$ cat config.mk
export PLATFORM = sky130hd
export DESIGN_NAME = lfsr_period_monitor
export DESIGN_NICKNAME = d
export VERILOG_FILES = /design/src/rtl/lfsr_pkg.sv /design/src/rtl/lfsr_period_monitor.sv
export SDC_FILE = /design/constraint.sdc
export NUM_CORES = 1
export LEC_CHECK = 0
export CAP_MARGIN = 20
export CORE_AREA = 4 4 64 66
export DETAILED_ROUTE_END_ITERATION = 10
export DIE_AREA = 0 0 68 70
export DONT_BUFFER_PORTS = 1
export MAX_ROUTING_LAYER = met4
export PLACE_DENSITY = 0.47
export SYNTH_ARGS = -nofsm -noshare
export SYNTH_HDL_FRONTEND = slang
export SYNTH_SLANG_ARGS = --single-unit
$ cat constraint.sdc
create_clock -name clk -period 1.65 [get_ports clk]
set_clock_uncertainty 0.2 [all_clocks]
set_input_delay 0.165 -clock clk [delete_from_list [all_inputs] [get_ports clk]]
set_output_delay 0.165 -clock clk [all_outputs]
set_load 0.01 [all_outputs]
$ cat src/rtl/lfsr_pkg.sv
// ============================================================================
// Module : lfsr_pkg
// Brief  : Shared LFSR constants and period-monitor FSM state encoding.
// Rev    : 1.0  initial release
// ============================================================================
`default_nettype none

package lfsr_pkg;

    localparam int LFSR_W          = 4;
    localparam int LFSR_MAX_PERIOD = 15;

    typedef enum logic [1:0] {
        IDLE  = 2'd0,
        ARM   = 2'd1,
        COUNT = 2'd2,
        DONE  = 2'd3
    } mon_state_t;

endpackage

`default_nettype wire

$ cat src/rtl/lfsr_period_monitor.sv
// ============================================================================
// Module : lfsr_period_monitor
// Brief  : Measures LFSR sequence period from step-strobed samples; flags
//          all-zero lockup and runaway (timeout). Optional ones_cnt balance
//          counter enabled by `define LFSR_ONES_CNT_EN.
// Rev    : 1.0  initial release
// ============================================================================
`default_nettype none

module lfsr_period_monitor
    import lfsr_pkg::*;
#(
    parameter int WIDTH     = LFSR_W,
    parameter int CNT_W     = 5,
    parameter int MAX_STEPS = 16
) (
    input  logic             clk,
    input  logic             rst,
    input  logic             start,
    input  logic             step,
    input  logic [WIDTH-1:0] state_in,
    output logic             busy,
    output logic             done,
    output logic [CNT_W-1:0] period,
    output logic             lockup,
    output logic             timeout
`ifdef LFSR_ONES_CNT_EN
    ,
    output logic [CNT_W-1:0] ones_cnt
`endif
);

    mon_state_t       r_state, w_state_nxt;
    logic [WIDTH-1:0] r_ref, w_ref_nxt;
    logic [CNT_W-1:0] r_cnt, w_cnt_nxt;
    logic [CNT_W-1:0] r_period, w_period_nxt;
    logic             r_lockup, w_lockup_nxt;
    logic             r_timeout, w_timeout_nxt;
    logic             r_busy, r_done;
    logic [CNT_W-1:0] w_n;
    logic             w_zero, w_match;
`ifdef LFSR_ONES_CNT_EN
    logic [CNT_W-1:0] r_ones, w_ones_nxt;
    logic [CNT_W-1:0] w_bit0;
    assign w_bit0 = {{(CNT_W-1){1'b0}}, state_in[0]};
`endif

    assign w_n     = r_cnt + 1'b1;
    assign w_zero  = (state_in == '0);
    assign w_match = (state_in == r_ref);

    always_comb begin
        w_state_nxt   = r_state;
        w_ref_nxt     = r_ref;
        w_cnt_nxt     = r_cnt;
        w_period_nxt  = r_period;
        w_lockup_nxt  = r_lockup;
        w_timeout_nxt = r_timeout;
`ifdef LFSR_ONES_CNT_EN
        w_ones_nxt    = r_ones;
`endif
        // start from any state (re)arms with cleared results; it masks a coincident step
        if (start) begin
            w_state_nxt   = ARM;
            w_cnt_nxt     = '0;
            w_period_nxt  = '0;
            w_lockup_nxt  = 1'b0;
            w_timeout_nxt = 1'b0;
`ifdef LFSR_ONES_CNT_EN
            w_ones_nxt    = '0;
`endif
        end else if (step) begin
            case (r_state)
                ARM: begin
                    w_ref_nxt = state_in;
                    w_cnt_nxt = '0;
                    if (w_zero) begin
                        w_state_nxt  = DONE;
                        w_lockup_nxt = 1'b1;
                    end else begin
                        w_state_nxt = COUNT;
`ifdef LFSR_ONES_CNT_EN
                        w_ones_nxt  = w_bit0;
`endif
                    end
                end
                COUNT: begin
                    w_cnt_nxt = w_n;
                    if (w_match) begin
                        w_state_nxt  = DONE;
                        w_period_nxt = w_n;
                    end else if (w_zero) begin
                        w_state_nxt  = DONE;
                        w_lockup_nxt = 1'b1;
                        w_period_nxt = w_n;
                    end else if (w_n == CNT_W'(MAX_STEPS)) begin
                        w_state_nxt   = DONE;
                        w_timeout_nxt = 1'b1;
                        w_period_nxt  = w_n;
                    end else begin
`ifdef LFSR_ONES_CNT_EN
                        w_ones_nxt = r_ones + w_bit0;
`endif
                    end
                end
                default: ;
            endcase
        end
    end

    always_ff @(posedge clk or negedge rst) begin
        if (!rst) begin
            r_state   <= IDLE;
            r_ref     <= '0;
            r_cnt     <= '0;
            r_period  <= '0;
            r_lockup  <= 1'b0;
            r_timeout <= 1'b0;
            r_busy    <= 1'b0;
            r_done    <= 1'b0;
`ifdef LFSR_ONES_CNT_EN
            r_ones    <= '0;
`endif
        end else begin
            r_state   <= w_state_nxt;
            r_ref     <= w_ref_nxt;
            r_cnt     <= w_cnt_nxt;
            r_period  <= w_period_nxt;
            r_lockup  <= w_lockup_nxt;
            r_timeout <= w_timeout_nxt;
            r_busy    <= (w_state_nxt == ARM) || (w_state_nxt == COUNT);
            r_done    <= (w_state_nxt == DONE);
`ifdef LFSR_ONES_CNT_EN
            r_ones    <= w_ones_nxt;
`endif
        end
    end

    assign busy    = r_busy;
    assign done    = r_done;
    assign period  = r_period;
    assign lockup  = r_lockup;
    assign timeout = r_timeout;
`ifdef LFSR_ONES_CNT_EN
    assign ones_cnt = r_ones;
`endif

endmodule

`default_nettype wire

# Word level (Yosys, flattened, before mapping)
# Cells that the tools add are included.
# Widths: inputs -> output; s select.
# classes
add_sub_neg	1
n_eq_ne	10
n_mux	27
bitwise	1
reduce_logical	12
# ops
op	n
$mux 5	8
$mux 1	11
$mux 2	5
$pmux 5 s2	1
$reduce_and 3->1	3
$eq 2x2->1 const B	3
$reduce_bool 2->1	3
$add 5x1->5 const B	1
$eq 5x5->1 const B	1
$reduce_and 5->1	1
$eq 2x1->1 const B	2
$eq 4x4->1	1
$logic_not 4->1	1
$ne 2x2->1 const B	2
$pmux 2 s2	1
$reduce_bool 4->1	1
$ne 3x3->1 const B	1
$reduce_bool 3->1	1
$pmux 1 s2	1
$reduce_and 2->1	1
$logic_or 1x1->1	1
$not 1->1	1
# totals
regBits	20
out_inout_bits	9
word_cells	59

# Depth between registers and ports, before layout
# Gate-level depths: netlist of run 1.
# logic_depth
ltp_word	10
mapped_depth	8
mapped_depth_nobuf	7

# Least setup slack after synthesis of run 1
# No wires, ideal clock.
# synth_timing
path_kind	flip-flop to flip-flop
start	register r_cnt[0]
end	register r_busy (netlist: busy)
setup_time_ns	0.126
t_arrival_ns	1.489
t_required_ns	1.324
slack_ns	-0.165
path_stages_with_launch	6
n_path_buf	0
cell_sequence	dfrtp_1 -> ha_1 -> nand2_1 -> o21a_1 -> o31ai_1 -> ha_1
# synth_between
elab_chain_cells	10
elab_cells_between_ends	11
# synth_lines
element	line_no	text
start: declaration	lfsr_period_monitor.sv:35	logic [CNT_W-1:0] r_cnt, w_cnt_nxt;
start signal: assignment	lfsr_period_monitor.sv:127	r_cnt <= w_cnt_nxt;
$add 5x1->5 (*)	lfsr_period_monitor.sv:48	assign w_n = r_cnt + 1'b1;
$eq 5x5->1 (*)	lfsr_period_monitor.sv:96	end else if (w_n == CNT_W'(MAX_STEPS)) begin
$mux 2 (*)	lfsr_period_monitor.sv:96	
$mux 2 (*)	lfsr_period_monitor.sv:92	end else if (w_zero) begin
$mux 2 (*)	lfsr_period_monitor.sv:89	if (w_match) begin
$pmux 2 s2 (*)	lfsr_period_monitor.sv:73	case (r_state)
$mux 2 (*)	lfsr_period_monitor.sv:72	end else if (step) begin
$mux 2 (*)	lfsr_period_monitor.sv:63	if (start) begin
via w_state_nxt[0]	lfsr_period_monitor.sv:33	mon_state_t r_state, w_state_nxt;
$eq 2x1->1 / $eq 2x2->1 (equally long branches)	lfsr_period_monitor.sv:131	r_busy <= (w_state_nxt == ARM) || (w_state_nxt == COUNT);
$logic_or 1x1->1 (*)	lfsr_period_monitor.sv:131	
end signal: assignment	lfsr_period_monitor.sv:131	
end: declaration	lfsr_period_monitor.sv:39	logic r_busy, r_done;
# Mark *: on every way through the listed nets, which the timed path passes. The rest lies on a longest branch.
# A chain may end at the register's enable or synchronous reset.

# Final worst setup path of run 1
# layout_timing
start	register r_cnt[4]
end	register r_busy (netlist: busy)
# Same word-level chain as after synthesis.

==> results.cfg, run 1 <==
[synthesis]
netlist_top_cells_area = sky130_fd_sc_hd__dfrtp_1 (49%), sky130_fd_sc_hd__ha_1 (6.1%), sky130_fd_sc_hd__mux2_2 (5.5%), sky130_fd_sc_hd__a21oi_1 (4.9%), sky130_fd_sc_hd__xnor2_1 (4.3%)
yosys.area_share.adder_pct = 6.10
synth_top_family_by_area = compound AO/OA/AOI/OAI gates
syn_area_per_cell_um2 = 10.6
share_of_the_synthesized_area_in_the_top_cell_type_pct = 48.8
syn-num-nets = 110
synth_sequential_area_ratio_pct = 48.8
postSynth.topFlopCell = sky130_fd_sc_hd__dfrtp_1
synthSimpleGateAreaFrac_pct = 14.6
ys_seq_elements = 20
yosys_synthesis_warning_count = 0
yosysMostFrequentCell = sky130_fd_sc_hd__dfrtp_1
largest_area_contributor_in_the_netlist = sky130_fd_sc_hd__dfrtp_1
syn_inst = 97
synth_async_sr_flop_share_pct = 100
synth-edff-count = 0
post_synth_num_cell_types = 27
synth_xor_xnor_area_share_pct = 5.98
ranking_of_synthesized_cells_by_instance_count = sky130_fd_sc_hd__dfrtp_1 (20), sky130_fd_sc_hd__a21oi_1 (10), sky130_fd_sc_hd__nand2_1 (8), sky130_fd_sc_hd__o21ai_0 (8)
share_of_the_synthesized_area_in_compound_gates_ao_oa_aoi_oai_pct = 16.5
synth_mux_area_share_pct = 5.49
synth.cell_area_um2 = 1030

[sta]
worst_slew_margin_relative_to_its_limit_pct = 35.3
finalSetupViolations = 11
post-route-worst-setup-slack_ps = -166
hold_violations = 4
fmax_ghz = 0.551
totalNegativeSetupSlack_ps = -741
worst_slew_pin_slew_ps = 967
timing.final.max_slew_violations = 0
post_route_worst_hold_slack_ps = -200
min_tclk_post_route_ps = 1820
finalCritPeriodShare_pct = 110
rsz0062_at_grt = true

[min_path]
timing.hold.worst_path_depth = 1
timing.hold.worst_endpoint = r_ref[0]
hold_path_class = primary input to flop
hp-start = state_in[0]

[cells_and_area]
fin_util_pct = 43.5
syn_to_final_growth_pct = 51.7
share_of_layout_cells_above_drive_strength_1_pct = 54.5
sequential_cell_area_um2 = 502
area_of_the_multi_input_gates_um2 = 714
post_layout_nonfiller_instances = 171
antennaDiodeCount = 0
final_net_count = 137
nFillCells = 354

[floorplan]
std_cell_rows = 22
core-area_um2 = 3580
io-pin-count = 17
die_width_um = 68
design.die.area_um2 = 4760
initial_core_utilization_pct = 28.7
floorplan.die.height_um = 70

[detailed_routing]
drt-vias-per-instance = 4.81
drt-wirelength-per-cell_um = 14.4
drt_first_iter_violations = 19
num_vias = 823
drt-total-wl_um = 2470
first_pass_iters = 4
ant_nets = 0
drcViolationCount = 0

[worst_setup_path]
worstPathArrival_ps = 1820
crit-reg2reg-capture = busy
regToRegSetupSlack_ps = -170
timing_worst_setup_path_type = flop to flop
r2r-start = r_cnt[4]
timing.reg2reg.worst_path_depth = 5
worstPathBufferInverterCount = 0
worstPathMaxFanout = 3
worstPathRequired_ps = 1660
worst_path_max_delay_cell = sky130_fd_sc_hd__dfrtp_1
cp-end-kind = flop
critical-path-top-delay-family = compound AO/OA/AOI/OAI gates
worstPathCellList = and4b_2 > a21oi_4 > o21a_4 > o31ai_4 > ha_1
crit_path_start = r_cnt[4]
cpPeakStageDelay_ps = 430
critical_path.startpoint_type = flop

[status]
status = finished with violations
violations_in_the_final_reports = hold timing, setup timing

[cts]
clock_tree.htree_level_count = 1
tritoncts = built
insertion_delay_ps = 310
clock_path_buffers = 2
clkTransAtPathRegs_ps = 130
cts_sinks = 20
cts_buffers = 3
clock_tree.root_cell = sky130_fd_sc_hd__clkbuf_4

[pwr]
power_density_nw_per_um2 = 860
static_leak_nw = 0.625
switching_share_pct = 27.0
share_seq_of_total_power_pct = 43.5
comb_power_share_pct = 25.8
vdd_drop_max_v = 0.000323
p_clk_share_pct = 30.7
power.switching_mw = 0.362
power_report.internal_total_mw = 0.977

[grt]
globalRouteTotalUtil_pct = 11.1
first_global_vias = 828
grt_max_degree = 21
grt_first_pass_wirelength_um = 4000
antenna_found_initial = 0
grt_overflow_total = 0

[place]
final_weighted_congestion_in_routability_driven_placement = 0.774
port_buffers = 0
numPlacedInstances = 157
hpwlAfterDp_um = 1630
placement.setup.worst_slack_ps = -195

[job]
cap_violations = 0
==> worst max-delay path by stage <==
stage | slack (ps) | to | cells past startpoint
2_1_floorplan | -70 | busy | 5
3_3_place_gp | -170 | busy | 5
3_5_place_dp | -200 | busy | 5
4_1_cts | -140 | busy | 5
5_1_grt | -230 | busy | 7
6_report | -170 | busy | 5
==> state kept, by name, indices dropped and copies added, names as in the netlist <==
| name | count |
|---|---|
| period | 5 |
| r_cnt | 5 |
| r_state | 2 |
| done | 1 |
| timeout | 1 |
| busy | 1 |
| r_ref | 4 |
| lockup | 1 |
==> metrics by stage <==
stage | cell area (um2) | hold slack, ps | power (mW)
6_report | 1560 | -200 | 1.34
5_1_grt | 1560 | -217 | 1.40
4_1_cts | 1390 | -311 | 1.26
3_5_place_dp | 1200 | -330 | 0.774
3_3_place_gp | 1200 | -330 | 0.771
2_1_floorplan | 1050 | -331 | 0.715
==> layer usage <==
layer  track usage (%)  vias up  share of wire [%]  routed length, um
li1                  -      401                  -                  -
met1              13.6      413                 45               1110
met2              17.9        7                 51               1270
met3              2.57        2                3.3                 81
met4              3.31        0               0.40                 10
met5                 -        -                  0                  0
==> power groups by stage <==
stage | Combinational, mW | Sequential [mW] | Clock, mW
after floorplan | 0.144 | 0.571 | 0
after global placement | 0.196 | 0.576 | 0
after detailed placement | 0.196 | 0.578 | 0
after CTS | 0.259 | 0.581 | 0.418
after global routing | 0.372 | 0.588 | 0.440
final | 0.345 | 0.582 | 0.411
==> final cells by class <==
type / count / area share [%]
Multi-Input combinational cell: 70 / 45.9
Inverter: 5 / 1.21
Clock buffer: 3 / 1.45
Sequential cell: 20 / 32.2
Tap cell: 48 / 3.86
Timing Repair Buffer: 24 / 13.4
Clock inverter: 1 / 1.93
==> cells in the final DEF, fill, tap and decap left out, types with 4 or more instances in the layout <==
master                           n
sky130_fd_sc_hd__a21oi_2         6
sky130_fd_sc_hd__dlygate4sd3_1   4
sky130_fd_sc_hd__dfrtp_1        19
sky130_fd_sc_hd__nand2_1         6
sky130_fd_sc_hd__buf_6           5
sky130_fd_sc_hd__buf_4          15
sky130_fd_sc_hd__xnor2_2         4
==> cell families after synthesis <==
family,Yosys count
AOI/OAI and AO/OA,27
DFF,20
buffers and inverters,7
xor gates and xnor gates,7
adders and majority gates,5
and+or+nand+nor,26
muxes,5
==> repair_timing <==
action | 4_1_cts | 5_1_grt
pin swaps | 12 | 15
endpoints found under the hold margin | 40 | 20
cloned | 0 | 0
setup buffers | 2 | 5
setup endpoints to repair | 17 | 17
gates resized for setup | 24 | 28
hold buffers | 1 | 3
(Power assumes the default switching activity.)
==> inputs of run 2 (changes only) <==
GPL_TIMING_DRIVEN = 0   (was not set)
==> results.cfg, run 2 (synthesized netlist as in run 1, its figures left out) <==
[worst_setup_path]
worstPathBufferInverterCount = 1
worstPathCellList = inv_2 > ha_2 > a21oi_2 > nand3_1 > a21oi_2 > o31ai_4 > ha_1
worstPathArrival_ps = 1810
crit-reg2reg-capture = busy
cp-end-kind = flop
critical_path.startpoint_type = flop
timing_worst_setup_path_type = flop to flop
r2r-start = r_state[1]
worst_path_max_delay_cell = sky130_fd_sc_hd__dfrtp_1
cpPeakStageDelay_ps = 410
timing.critical_path.mode_cell = sky130_fd_sc_hd__a21oi_2
worstPathRequired_ps = 1650
worstPathMaxFanout = 3
timing.reg2reg.worst_path_depth = 7
critical-path-top-delay-family = adder cells
regToRegSetupSlack_ps = -150

[cells_and_area]
share_of_layout_cells_above_drive_strength_1_pct = 38.5
layout.cells.most_common = sky130_fd_sc_hd__dfrtp_1
final_cell_area_um2 = 1400
antennaDiodeCount = 0
syn_to_final_growth_pct = 36.6
final_net_count = 132
final_cell_mix = sky130_fd_sc_hd__dfrtp_1 (18), sky130_fd_sc_hd__buf_4 (10), sky130_fd_sc_hd__o21ai_0 (8)
fin_util_pct = 39.2

[sta]
fmax_ghz = 0.554
post_route_worst_hold_slack_ps = -13.8
timing.final.max_slew_violations = 0
totalNegativeSetupSlack_ps = -383
worst_slew_margin_relative_to_its_limit_pct = 39.3
post-route-worst-setup-slack_ps = -155
min_tclk_post_route_ps = 1800
rsz0062_at_grt = true
worst_slew_pin_slew_ps = 908
finalCritPeriodShare_pct = 109
finalSetupViolations = 5
hold_violations = 4

[detailed_routing]
drt-total-wl_um = 2310
drt-vias-per-instance = 4.85
num_vias = 801
drt_first_iter_violations = 19
ant_nets = 0
drt-wirelength-per-cell_um = 14.0
drcViolationCount = 0
first_pass_iters = 4

[min_path]
timing.hold.worst_path_depth = 2
timing.hold.worst_endpoint = period[2]
hold_path_class = primary input to flop
hp-start = step

[floorplan]
die_width_um = 68
floorplan.die.height_um = 70
io-pin-count = 17
core-area_um2 = 3580
design.die.area_um2 = 4760
std_cell_rows = 22
initial_core_utilization_pct = 28.7

[status]
status = finished with violations
violations_in_the_final_reports = hold timing, setup timing

[pwr]
vdd_drop_max_v = 0.000201
static_leak_nw = 0.559
power_density_nw_per_um2 = 783
totalPowerFinal_mw = 1.10

[job]
cap_violations = 0

[cts]
cts_buffers = 3
clock_tree.root_cell = sky130_fd_sc_hd__clkbuf_4
tritoncts = built
clkTransAtPathRegs_ps = 110
cts_sinks = 20
insertion_delay_ps = 310
clock_path_buffers = 2
clock_tree.htree_level_count = 1

[grt]
globalRouteTotalUtil_pct = 10.3
first_global_vias = 770
grt_first_pass_wirelength_um = 3640
grt_overflow_total = 0
antenna_found_initial = 0
grt_max_degree = 21

[place]
final_weighted_congestion_in_routability_driven_placement = 0.779
port_buffers = 0
post_dp_cell_area_um2 = 1110
hpwlAfterDp_um = 1520
-- run 2: cell types whose count changed in the layout (fill, tap and decap cells not counted), sizes merged --
cell          change
buf              -10
bufinv            -1
clkbuf            +1
dlygate4sd3       +3
dlymetal6s4s      +1
-- run 2: metrics by stage --
stage	hold slack, ps	cells	worst slack, ps
final	-13.8	165	-155
after global routing	6.52	165	-253
after CTS	-200	155	-131
after detailed placement	-330	145	-264
after global placement	-330	145	-236
after floorplan	-331	97	-73.0
-- run 2: worst max path at each step --
stage	slack, ps	startpoint	endpoint	depth (start not counted)
6_report	-150	r_state[1]	busy	7
5_1_grt	-250	r_state[1]	busy	7
4_1_cts	-130	r_state[0]	busy	7
3_5_place_dp	-260	r_ref[0]	busy	5
3_3_place_gp	-240	r_state[0]	r_cnt[2]	8
2_1_floorplan	-70	r_cnt[0]	busy	5
-- run 2: final cells by class --
cell class | instances | area (um2)
Fill cell | 361 | 2180
Multi-Input combinational cell | 70 | 636
Sequential cell | 20 | 503
Timing Repair Buffer | 18 | 158
Tap cell | 48 | 60.1
Clock buffer | 3 | 22.5
Inverter | 5 | 18.8
Buffer | 1 | 3.75
-- run 2: power by group --
part           switching [mW]  internal (mW)  total, mW
clock network           0.155         0.0854      0.240
logic                   0.129          0.153      0.281
registers              0.0421          0.534      0.576
total                   0.325          0.772       1.10
-- run 2: worst reg2reg max path: cells and delay by family (launching register included) --
kind / cells / cell delay, ps
fa+ha+maj: 2 / 470
compound gates: 3 / 440
flops: 1 / 410
simple gates: 1 / 110
buf+inv: 1 / 60
-- run 2: what timing repair did --
item | CTS | global route
resized for setup | 17 | 11
pin swaps | 6 | 8
buffers inserted | 5 | 5
endpoints found under the setup margin | 12 | 11
hold endpoints to repair | 33 | 7
hold buffers | 3 | 5
-- run 2: layer usage --
metal | share of wire (%) | vias to the layer above | global-route usage, %
met5 | 0 | - | -
met4 | 1.6 | 0 | 3.97
met3 | 4.1 | 5 | 2.89
met2 | 53 | 10 | 16.7
met1 | 42 | 398 | 11.9
li1 | - | 388 | -
